[src/rtl/uc_dispatch_arbiter_pkg.sv]
// uc_pkg: holds the shared default sizing and literal/count types for the
// unit-clause dispatch arbiter slice.
//   UC_LENGTH_DEF  literal id space
//   NUM_ENG_DEF    number of propagation engines
//   UCA_DEPTH_DEF  arbiter FIFO depth (power of two, >= 2)
//   LIT_W / CNT_W  literal and occupancy widths at the defaults
package uc_pkg;

    localparam int UC_LENGTH_DEF = 1024;
    localparam int NUM_ENG_DEF   = 4;
    localparam int UCA_DEPTH_DEF = 8;

    localparam int LIT_W = $clog2(UC_LENGTH_DEF);
    localparam int CNT_W = $clog2(UCA_DEPTH_DEF + 1);

    typedef logic [LIT_W-1:0] lit_t;
    typedef logic [CNT_W-1:0] uca_cnt_t;

endpackage

[src/rtl/uc_dispatch_arbiter_if.sv]
// uc_dispatch_arbiter_if: bundles the producer handshakes (memory loader and
// engines), the flush strobe, the UCQ consumer handshake and the occupancy
// status of the dispatch arbiter.
//   master: drives mem_valid/mem_lit, eng_valid/eng_lit, flush, ucq_ready
//   slave : drives mem_ready, eng_ready, ucq_valid/ucq_lit, count/full/empty
interface uc_dispatch_arbiter_if #(
    parameter int LIT_W   = uc_pkg::LIT_W,
    parameter int NUM_ENG = uc_pkg::NUM_ENG_DEF,
    parameter int CNT_W   = uc_pkg::CNT_W
);
    logic                     mem_valid;
    logic [LIT_W-1:0]         mem_lit;
    logic                     mem_ready;
    logic [NUM_ENG-1:0]       eng_valid;
    logic [NUM_ENG*LIT_W-1:0] eng_lit;
    logic [NUM_ENG-1:0]       eng_ready;
    logic                     flush;
    logic                     ucq_valid;
    logic [LIT_W-1:0]         ucq_lit;
    logic                     ucq_ready;
    logic [CNT_W-1:0]         count;
    logic                     full;
    logic                     empty;

    modport master (
        output mem_valid, mem_lit, eng_valid, eng_lit, flush, ucq_ready,
        input  mem_ready, eng_ready, ucq_valid, ucq_lit, count, full, empty
    );

    modport slave (
        input  mem_valid, mem_lit, eng_valid, eng_lit, flush, ucq_ready,
        output mem_ready, eng_ready, ucq_valid, ucq_lit, count, full, empty
    );
endinterface

[src/rtl/uc_dispatch_arbiter_fifo.sv]
// uc_fifo: synchronous FIFO with push/pop/flush and occupancy status.
//   clk, rst   clock and asynchronous active-high reset
//   push       write push_data at the tail (ignored when full or flushing)
//   pop        advance the head (ignored when empty or flushing)
//   flush      discard all contents on the next edge
//   rd_data    current head, read straight from storage (0 when empty)
//   count/full/empty  occupancy
module uc_fifo #(
    parameter int DEPTH = 8,
    parameter int WIDTH = 10,
    localparam int PTR_W = $clog2(DEPTH),
    localparam int CNT_W = $clog2(DEPTH + 1)
) (
    input  logic             clk,
    input  logic             rst,
    input  logic             push,
    input  logic [WIDTH-1:0] push_data,
    input  logic             pop,
    input  logic             flush,
    output logic [WIDTH-1:0] rd_data,
    output logic [CNT_W-1:0] count,
    output logic             full,
    output logic             empty
);

    logic [WIDTH-1:0] storage_q [DEPTH];
    logic [PTR_W-1:0] head_q, head_d;
    logic [PTR_W-1:0] tail_q, tail_d;
    logic [CNT_W-1:0] count_q, count_d;
    logic             do_push;
    logic             do_pop;

    assign full  = (count_q == CNT_W'(DEPTH));
    assign empty = (count_q == '0);

    // A full FIFO refuses the push even if a pop happens in the same cycle.
    assign do_push = push && !full && !flush;
    assign do_pop  = pop && !empty && !flush;

    always_comb begin
        head_d  = head_q;
        tail_d  = tail_q;
        count_d = count_q;
        if (flush) begin
            head_d  = '0;
            tail_d  = '0;
            count_d = '0;
        end else begin
            if (do_push) tail_d = tail_q + PTR_W'(1);
            if (do_pop)  head_d = head_q + PTR_W'(1);
            if (do_push && !do_pop)      count_d = count_q + CNT_W'(1);
            else if (do_pop && !do_push) count_d = count_q - CNT_W'(1);
        end
    end

    always_ff @(posedge clk or posedge rst) begin
        if (rst) begin
            head_q  <= '0;
            tail_q  <= '0;
            count_q <= '0;
        end else begin
            head_q  <= head_d;
            tail_q  <= tail_d;
            count_q <= count_d;
        end
    end

    // Storage carries no reset; stale words are never exposed because the
    // head is masked while empty.
    always_ff @(posedge clk) begin
        if (do_push) storage_q[tail_q] <= push_data;
    end

    assign rd_data = empty ? '0 : storage_q[head_q];
    assign count   = count_q;

endmodule

[src/rtl/uc_dispatch_arbiter.sv]
// uc_dispatch_arbiter: funnels unit literals from the clause-memory loader and
// NUM_ENG propagation engines into one buffered unit-clause queue.
//   clk, rst  clock and asynchronous active-high reset
//   bus       slave side of uc_dispatch_arbiter_if:
//             mem_valid/mem_lit/mem_ready   loader handshake (strict priority)
//             eng_valid/eng_lit/eng_ready   engine handshakes (round-robin)
//             flush                          drop everything queued
//             ucq_valid/ucq_lit/ucq_ready    consumer side (FIFO head)
//             count/full/empty               FIFO occupancy
// NUM_ENG must be >= 1; UCA_DEPTH must be a power of two >= 2.
module uc_dispatch_arbiter
    import uc_pkg::*;
#(
    parameter int UC_LENGTH = UC_LENGTH_DEF,
    parameter int NUM_ENG   = NUM_ENG_DEF,
    parameter int UCA_DEPTH = UCA_DEPTH_DEF
) (
    input logic                clk,
    input logic                rst,
    uc_dispatch_arbiter_if.slave bus
);

    localparam int L_W  = $clog2(UC_LENGTH);
    localparam int RR_W = (NUM_ENG > 1) ? $clog2(NUM_ENG) : 1;

    logic [L_W-1:0]  eng_lit_arr [NUM_ENG];
    logic [RR_W-1:0] rr_ptr_q, rr_ptr_d;
    logic [RR_W-1:0] eng_sel;
    logic            eng_hit;
    logic            grant_ok;
    logic            mem_grant;
    logic            eng_grant;
    logic            fifo_push;
    logic [L_W-1:0]  fifo_push_data;
    logic            fifo_pop;
    logic            fifo_full;
    logic            fifo_empty;

    genvar gi;
    generate
        for (gi = 0; gi < NUM_ENG; gi++) begin : g_unpack
            assign eng_lit_arr[gi] = bus.eng_lit[gi*L_W +: L_W];
        end
    endgenerate

    // Round-robin search: first requesting engine at or after rr_ptr,
    // wrapping modulo NUM_ENG.
    always_comb begin
        logic [RR_W-1:0] idx;
        eng_hit = 1'b0;
        eng_sel = '0;
        idx     = '0;
        for (int k = 0; k < NUM_ENG; k++) begin
            idx = RR_W'((int'(rr_ptr_q) + k) % NUM_ENG);
            if (!eng_hit && bus.eng_valid[idx]) begin
                eng_hit = 1'b1;
                eng_sel = idx;
            end
        end
    end

    // No grant while resetting, full, or flushing, so no handshake can
    // complete in those cycles.
    assign grant_ok  = !rst && !fifo_full && !bus.flush;
    assign mem_grant = grant_ok && bus.mem_valid;
    assign eng_grant = grant_ok && !bus.mem_valid && eng_hit;

    always_comb begin
        rr_ptr_d = rr_ptr_q;
        if (eng_grant) rr_ptr_d = RR_W'((int'(eng_sel) + 1) % NUM_ENG);
    end

    always_ff @(posedge clk or posedge rst) begin
        if (rst) rr_ptr_q <= '0;
        else     rr_ptr_q <= rr_ptr_d;
    end

    assign fifo_push      = mem_grant || eng_grant;
    assign fifo_push_data = bus.mem_valid ? bus.mem_lit : eng_lit_arr[eng_sel];
    assign fifo_pop       = bus.ucq_ready && !rst;

    uc_fifo #(
        .DEPTH (UCA_DEPTH),
        .WIDTH (L_W)
    ) u_fifo (
        .clk       (clk),
        .rst       (rst),
        .push      (fifo_push),
        .push_data (fifo_push_data),
        .pop       (fifo_pop),
        .flush     (bus.flush),
        .rd_data   (bus.ucq_lit),
        .count     (bus.count),
        .full      (fifo_full),
        .empty     (fifo_empty)
    );

    assign bus.mem_ready = mem_grant;
    assign bus.eng_ready = eng_grant ? (NUM_ENG'(1) << eng_sel) : '0;
    assign bus.ucq_valid = !fifo_empty;
    assign bus.full      = fifo_full;
    assign bus.empty     = fifo_empty;

endmodule

[src/flat_wrapper.sv]
// flat-port wrapper written by rule: the top's interface ports become plain ports
module uc_dispatch_arbiter_flat import uc_pkg::*;
#(
    parameter int UC_LENGTH = UC_LENGTH_DEF,
    parameter int NUM_ENG   = NUM_ENG_DEF,
    parameter int UCA_DEPTH = UCA_DEPTH_DEF
)
  (clk, rst, bus_mem_valid, bus_mem_lit, bus_eng_valid, bus_eng_lit, bus_flush, bus_ucq_ready, bus_mem_ready, bus_eng_ready, bus_ucq_valid, bus_ucq_lit, bus_count, bus_full, bus_empty);
  uc_dispatch_arbiter_if #(.LIT_W(10), .NUM_ENG(NUM_ENG), .CNT_W(4)) bus_i ();
  input logic clk;
  input logic rst;
  input wire logic [$bits(bus_i.mem_valid)-1:0] bus_mem_valid;
  input wire logic [$bits(bus_i.mem_lit)-1:0] bus_mem_lit;
  input wire logic [$bits(bus_i.eng_valid)-1:0] bus_eng_valid;
  input wire logic [$bits(bus_i.eng_lit)-1:0] bus_eng_lit;
  input wire logic [$bits(bus_i.flush)-1:0] bus_flush;
  input wire logic [$bits(bus_i.ucq_ready)-1:0] bus_ucq_ready;
  output wire logic [$bits(bus_i.mem_ready)-1:0] bus_mem_ready;
  output wire logic [$bits(bus_i.eng_ready)-1:0] bus_eng_ready;
  output wire logic [$bits(bus_i.ucq_valid)-1:0] bus_ucq_valid;
  output wire logic [$bits(bus_i.ucq_lit)-1:0] bus_ucq_lit;
  output wire logic [$bits(bus_i.count)-1:0] bus_count;
  output wire logic [$bits(bus_i.full)-1:0] bus_full;
  output wire logic [$bits(bus_i.empty)-1:0] bus_empty;
  assign bus_i.mem_valid = bus_mem_valid;
  assign bus_i.mem_lit = bus_mem_lit;
  assign bus_i.eng_valid = bus_eng_valid;
  assign bus_i.eng_lit = bus_eng_lit;
  assign bus_i.flush = bus_flush;
  assign bus_i.ucq_ready = bus_ucq_ready;
  assign bus_mem_ready = bus_i.mem_ready;
  assign bus_eng_ready = bus_i.eng_ready;
  assign bus_ucq_valid = bus_i.ucq_valid;
  assign bus_ucq_lit = bus_i.ucq_lit;
  assign bus_count = bus_i.count;
  assign bus_full = bus_i.full;
  assign bus_empty = bus_i.empty;
  uc_dispatch_arbiter #(.UC_LENGTH(UC_LENGTH), .NUM_ENG(NUM_ENG), .UCA_DEPTH(UCA_DEPTH)) u_core (.clk(clk), .rst(rst), .bus(bus_i));
endmodule
[config.mk]
export PLATFORM = sky130hd
export DESIGN_NAME = uc_dispatch_arbiter_flat
export DESIGN_NICKNAME = d
export VERILOG_FILES = /design/src/rtl/uc_dispatch_arbiter_pkg.sv /design/src/rtl/uc_dispatch_arbiter_if.sv /design/src/rtl/uc_dispatch_arbiter_fifo.sv /design/src/rtl/uc_dispatch_arbiter.sv /design/src/flat_wrapper.sv
export SDC_FILE = /design/constraint.sdc
export NUM_CORES = 1
export LEC_CHECK = 0
export ABC_AREA = 1
export CORE_MARGIN = 2
export CORE_UTILIZATION = 54
export DETAILED_ROUTE_END_ITERATION = 6
export PLACE_DENSITY = 0.85
export SYNTH_ARGS = -nofsm -noshare
export SYNTH_HDL_FRONTEND = slang
export SYNTH_SLANG_ARGS = --single-unit
export TNS_END_PERCENT = 10
[constraint.sdc]
create_clock -name clk -period 3.22 [get_ports clk]
set_input_delay 0.483 -clock clk [delete_from_list [all_inputs] [get_ports clk]]
set_output_delay 0.483 -clock clk [all_outputs]
set_load 0.05 [all_outputs]
==> Word-level counts from Yosys, hierarchy flattened <==
Memories as Yosys holds them, arrays and structs flattened.
Index checks and enable logic that the tools add are counted.
{ "totals": {"ram_bits": 80, "out_inout_bits": 22, "n_memories": 1, "reg_bits": 12} }
{ "memory_table": {"columns": ["name", "depth", "word_bits", "rd", "rd_ports_with_merged_regs", "write_ports", "line", "rtl"], "rows": [
  ["u_core.u_fifo.storage_q", 8, 10, 1, 0, 1, "uc_dispatch_arbiter_fifo.sv:26", "logic [WIDTH-1:0] storage_q [DEPTH];"]
]} }
{ "classes": {"n_bitwise": 1, "eq_ne": 1, "mux": 31, "magnitude_cmp": 5, "n_shift": 1, "add_sub_neg": 8, "reduce_logical": 30} }
{ "op_table": {"columns": ["op", "count"], "rows": [
  ["$mux 10", 4],
  ["$bmux 10 s2", 1],
  ["$mux 4", 4],
  ["$logic_and 1x1->1", 15],
  ["$lt 2x3->1 const B", 4],
  ["$mux 3", 4],
  ["$logic_not 1->1", 10],
  ["$mux 1", 10],
  ["$bmux 1 s2", 4],
  ["$mux 2", 4],
  ["$add 3x1->3 const B", 2],
  ["$add 2x1->2 const B", 2],
  ["$add 2x2->2 const B", 2],
  ["$add 4x1->4 const B", 1],
  ["$eq 4x4->1 const B", 1],
  ["$logic_not 4->1", 1],
  ["$reduce_bool 2->1", 2],
  ["$shl 1x2->4 const A", 1],
  ["$sub 4x1->4 const B", 1],
  ["$ge 3x3->1 const B", 1],
  ["$not 2->3", 1],
  ["$reduce_bool 3->1", 1],
  ["$logic_or 1x1->1", 1]
]} }

==> Longest topological paths before layout <==
{ "logic_depth": {"ltp_word": 21, "ltp_mapped": 19} }

==> Modules after synthesis <==
Synthesis repeated with hierarchy kept, for this count alone.
{ "unflattened": {"hier_cells": 587, "area_unflattened_um2": 5139.9} }
{ "by_module_without_submodules": {"columns": ["module", "instances", "area_each_um2", "cells_each"], "rows": [
  ["uc_fifo", 1, 3798.6, 340],
  ["uc_dispatch_arbiter", 1, 1341.3, 247]
]} }

==> Least setup slack after synthesis <==
No wires, ideal clock.
{ "synth_path": {"path_kind": "register to register", "from": "register u_core.u_fifo.count_q[0] (netlist: u_core.u_fifo.count[0])", "to": "register u_core.u_fifo.count_q[3] (netlist: u_core.u_fifo.count[3])", "arrival_time_ns": 3.448, "setup_ns": 0.118, "required_ns": 3.102, "slack_ns": -0.346, "period_less_slack_ns": 3.566, "path_stages_with_launch": 15, "path_cell_list": "dfrtp_1 -> inv_1 -> nand2_1 -> nor3_1 -> nor2_1 -> nand2_1 -> nand3_2 -> ha_1 -> a21oi_1 -> nand2_1 -> xor2_1 -> nand4_1 -> nand2_1 -> nand3_1 -> nand2_1"} }
{ "synth_via": {"elab_cells_between_ends": 24} }
{ "synth_rtl": {"columns": ["element", "line", "rtl"], "rows": [
  ["from (decl)", "uc_dispatch_arbiter_fifo.sv:29", "logic [CNT_W-1:0] count_q, count_d;"],
  ["from (signal assigned)", "uc_dispatch_arbiter_fifo.sv:64", "count_q <= count_d;"],
  ["$logic_not 4->1 *", "uc_dispatch_arbiter_fifo.sv:34", "assign empty = (count_q == '0);"],
  ["via bus_empty", "flat_wrapper.sv:24", "output wire logic [$bits(bus_i.empty)-1:0] bus_empty;"],
  ["$logic_not 1->1 *", "uc_dispatch_arbiter_fifo.sv:38", "assign do_pop = pop && !empty && !flush;"],
  ["$logic_and 1x1->1 * (2 in series)", "uc_dispatch_arbiter_fifo.sv:38", null],
  ["$logic_not 1->1", "uc_dispatch_arbiter_fifo.sv:51", "if (do_push && !do_pop) count_d = count_q + CNT_W'(1);"],
  ["$logic_and 1x1->1", "uc_dispatch_arbiter_fifo.sv:51", null],
  ["$mux 4", "uc_dispatch_arbiter_fifo.sv:51", null],
  ["$mux 4", "uc_dispatch_arbiter_fifo.sv:44", "if (flush) begin"]
]} }
Mark *: on every way through the listed nets, which the timed path passes. The rest lies on a longest branch. The select of a mux whose other input is x is not followed.
A chain may end at the register's enable or synchronous reset.

==> Worst setup path after layout <==
{ "layout_path": {"from": "register u_core.rr_ptr_q[0]", "to": "output port bus_eng_ready[2]"} }
{ "layout_via": {"elab_chain_cells": 14, "elab_cells_between_ends": 28} }
{ "layout_rtl": {"columns": ["element", "line", "rtl"], "rows": [
  ["from (decl)", "uc_dispatch_arbiter.sv:27", "logic [RR_W-1:0] rr_ptr_q, rr_ptr_d;"],
  ["from (signal assigned)", "uc_dispatch_arbiter.sv:75", "else rr_ptr_q <= rr_ptr_d;"],
  ["branches (longest 13 deep; another with $add 2x1->2)", null, null],
  ["$mux 4 *", "uc_dispatch_arbiter.sv:99", "assign bus.eng_ready = eng_grant ? (NUM_ENG'(1) << eng_sel) : '0;"],
  ["to (decl)", "flat_wrapper.sv:19", "output wire logic [$bits(bus_i.eng_ready)-1:0] bus_eng_ready;"]
]} }
Mark *: on every way between the ends. The select of a mux whose other input is x is not followed.

==> reports/results.tsv <==
stage	metric	value	unit
setup_path	Data arrival, critical path	2540	ps
layout	Layout area overhead	23.4	%
min_path	Worst Hold Class	input pin to async pin	
drt	DRT antenna net count	0	
synth	Synth cell types	34	
timing	Tmin final	3030	ps
drt	Detailed Route Iter0 Violations	380	
synth	Mapped Nets	614	
synth	yosys warns	0	
setup_path	CP Buf/Inv Count	4	
global_route	largest net degree at the start of global routing	44	
synth	Main synth FF type	edfxtp_1	
drt	DRC	0	
floorplan	Cell Rows	34	
setup_path	setup slack, reg-to-reg	500	ps
clock_tree	CTS Sinks	92	
power_and_ir_drop	PD cells	844	nW/um2
floorplan	Core Area	8760	um2
setup_path	Worst Path Required	2740	ps
setup_path	RR Startpoint	u_core.rr_ptr_q[0]	
setup_path	Crit-path slowest cell	dfrtp_2	
place	GPL Wtd Cong	0.914	
floorplan	Die X-Extent	99.3	um
floorplan	DIE HEIGHT	99.3	um
global_route	total gr overflow	0	
clock_tree	CTS max path bufs	2	
synth	count of flip-flops with a built-in enable after synthesis	80	
floorplan	Initial Util	56.0	%
clock_tree	Skew-Pair Late Insertion Delay	360	ps
layout	Final nets	700	
flow_run	MaxCap Viol Count	0	
setup_path	CP delay by family, top	simple AND/OR/NAND/NOR gates	
setup_path	highest net fanout along the worst path	12	
setup_path	Worst Reg2Reg Path Length in Cells	19	
power_and_ir_drop	Pwr Total	5.11	mW
layout	layout cells sized above 1	12.6	%
synth	Mapped Cells	546	
clock_tree	H-tree levels	3	
synth	post-synthesis sequential area ratio	55.1	%
timing	fin. max-slew vios	0	
setup_path	CP most frequent cell	nand2_1	
clock_tree	Reg clk slew, reported paths	90	ps
setup_path	crit path capture type	output port	
synth	Mean Syn Cell Area	8.99	um2
place	Detailed Place HPWL	8180	um
synth	Yosys reg bits	92	
timing	worst slew pin tran	887	ps
power_and_ir_drop	Static Leak	2.57	nW
clock_tree	TritonCTS clock tree	yes	
timing	clk_skew	9.37	ps
drt	via count	4085	
place	number of port buffers	80	
setup_path	Worst setup SP type	flip-flop	
global_route	vias in the first global route	4078	
setup_path	RR Endpoint	u_core.u_fifo.count[3]	
setup_path	worst path cell trace	inv_2, nand2_1, nand2_1, nand2_1, nand2_4, nor2_8, nand3_4, nand3_2, nand2_2, inv_2, ha_1, inv_1, nor2_1, buf_12	
status	status	completed	
clock_tree	CTS Root Cell	clkbuf_8	
floorplan	DIE AREA	9870	um2
layout	final core occ	69.1	%
clock_tree	setup bufs post-CTS	0	
global_route	first-pass GRT wire length	19400	um
drt	vias per cell	5.48	
timing	Fin. Hold Viols	0	
power_and_ir_drop	Max VDD drop	0.672	mV
drt	DRT Pass-1 Iters	5	
timing	period utilisation layout	94.0	%
drt	wire per inst	15.6	um
synth	ys async rst share	13.0	%
floorplan	num ports	81	
global_route	global-route usage over all layers	24.9	%
timing	Max Freq	330	MHz
synth	Mapped Area	4910	um2
setup_path	WS Path Type	flip-flop to output port	
clock_tree	hold buffer count at cts	0	
setup_path	Worst path max stage delay	530	ps
timing	RSZ-0062 raised after global routing	no	
clock_tree	CTS Buf Count	9	
drt	Total Wirelength	11600	um
timing	setup violators final	0	
timing	WHS	514	ps
timing	max_slew headroom	40.8	%
global_route	initial antenna violation count	0	
layout	# diodes	0	
[worst reg2reg max path, cell delays in order (launching register included)]
cell and delay (ps):
dfrtp_2 520, inv_2 160, nand2_1 70, nand2_1 110, nand2_1 100, nand2_4 110
nor2_8 50, nand2_1 50, nor2_1 40, nand2_1 110, nand3_2 140, ha_1 360
a21oi_1 150, nand2_1 90, xor2_1 240, inv_1 80, nand2_1 70, nand2_1 50
nand3_1 60, nand2_1 50
[kinds of logic (layout without fill, tap and decap cells)]
group           after synthesis  count (layout)  synth area share, %
fa+ha+maj                     9               9                 2.45
simple gates                273             273                 25.6
buf+inv                      88             179                 7.57
xor+xnor                      2               2                0.357
flops                        92              92                 55.1
compound gates               82              82                 9.00
[cell type report]
type,instances,area (um2)
clock buffer,10,128
inverter,61,229
timing repair buffer,102,978
clock inverter,6,40.0
fill,661,2710
sequential,92,2700
tap,108,135
multi-input combinational,366,1840
[state kept, by name, summed over array words and instances, names as in the netlist]
| name | flops |
|---|---|
| u_core.u_fifo.count | 4 |
| u_core.u_fifo.storage_q | 80 |
| u_core.u_fifo.tail_q | 3 |
| u_core.rr_ptr_q | 2 |
| u_core.u_fifo.head_q | 3 |
[placed cells by master, fill, tap and decap left out, drive strengths merged]
master           n
dfrtp           12
nor3             2
nor3b            1
clkdlybuf4s50   65
a21oi            4
xor2             1
nor4             1
fa               1
xnor2            1
nand4            2
nor2            79
inv             62
ha               8
nand3           45
nand2          132
o21ai           57
nand3b          11
o21a             1
a31oi           10
clkinvlp         3
buf             37
clkinv           2
edfxtp          80
clkbuf          10
o22ai           10
[report_power, final]
group	internal (mW)	switching (mW)	total [mW]
combinational	0.874	1.89	2.76
clock	0.279	0.397	0.676
sequential	1.59	0.0892	1.68
[worst max path at each step]
stage / startpoint / endpoint / slack (ps) / depth (start not counted)
6_report: u_core.rr_ptr_q[0] / bus_eng_ready[2] / 190 / 14
5_1_grt: u_core.rr_ptr_q[0] / bus_eng_ready[3] / 10 / 14
4_1_cts: u_core.rr_ptr_q[0] / bus_eng_ready[2] / 40 / 14
3_5_place_dp: bus_eng_valid[2] / u_core.u_fifo.count[3] / 270 / 19
3_3_place_gp: bus_eng_valid[2] / u_core.u_fifo.count[3] / 390 / 18
2_1_floorplan: u_core.u_fifo.count[0] / bus_ucq_lit[0] / -70 / 7
[Yosys cell counts (3+ instances only)]
cell type	number	area [um2]
a21oi_1	4	20.0
a31oi_1	10	62.6
buf_2	3	15.0
buf_4	4	30.0
buf_6	3	33.8
clkbuf_1	15	56.3
dfrtp_1	12	300
edfxtp_1	80	2400
ha_1	8	100
inv_1	57	214
inv_2	4	15.0
nand2_1	119	447
nand2_2	7	43.8
nand2_4	6	67.6
nand3_1	39	195
nand3_2	5	50.1
nand3b_1	11	82.6
nor2_1	77	289
o21ai_0	54	270
o22ai_1	10	62.6
[through the flow]
stage / area, um2 / setup TNS (ps) / setup WS [ps] / instances
after floorplan: 4920 / -661 / -73.4 / 546
after global placement: 5890 / 0 / 394 / 729
after detailed placement: 5890 / 0 / 270 / 729
after CTS: 6060 / 0 / 35.2 / 745
after global routing: 6060 / 0 / 12.4 / 745
final: 6060 / 0 / 193 / 745
[what timing repair did]
item	in CTS	in global routing
setup endpoints to repair	0	4
hold endpoints to repair	0	0
resized for setup	0	1
[metal layers]
metal  GRT usage [%]  wire length [um]  vias up
li1                -                 -     1989
met1            31.6              4790     1886
met2            43.1              5780      189
met3            4.78               862       21
met4            8.22               204        0
met5               0                 0        -
Power figures use the tool's default switching activity.
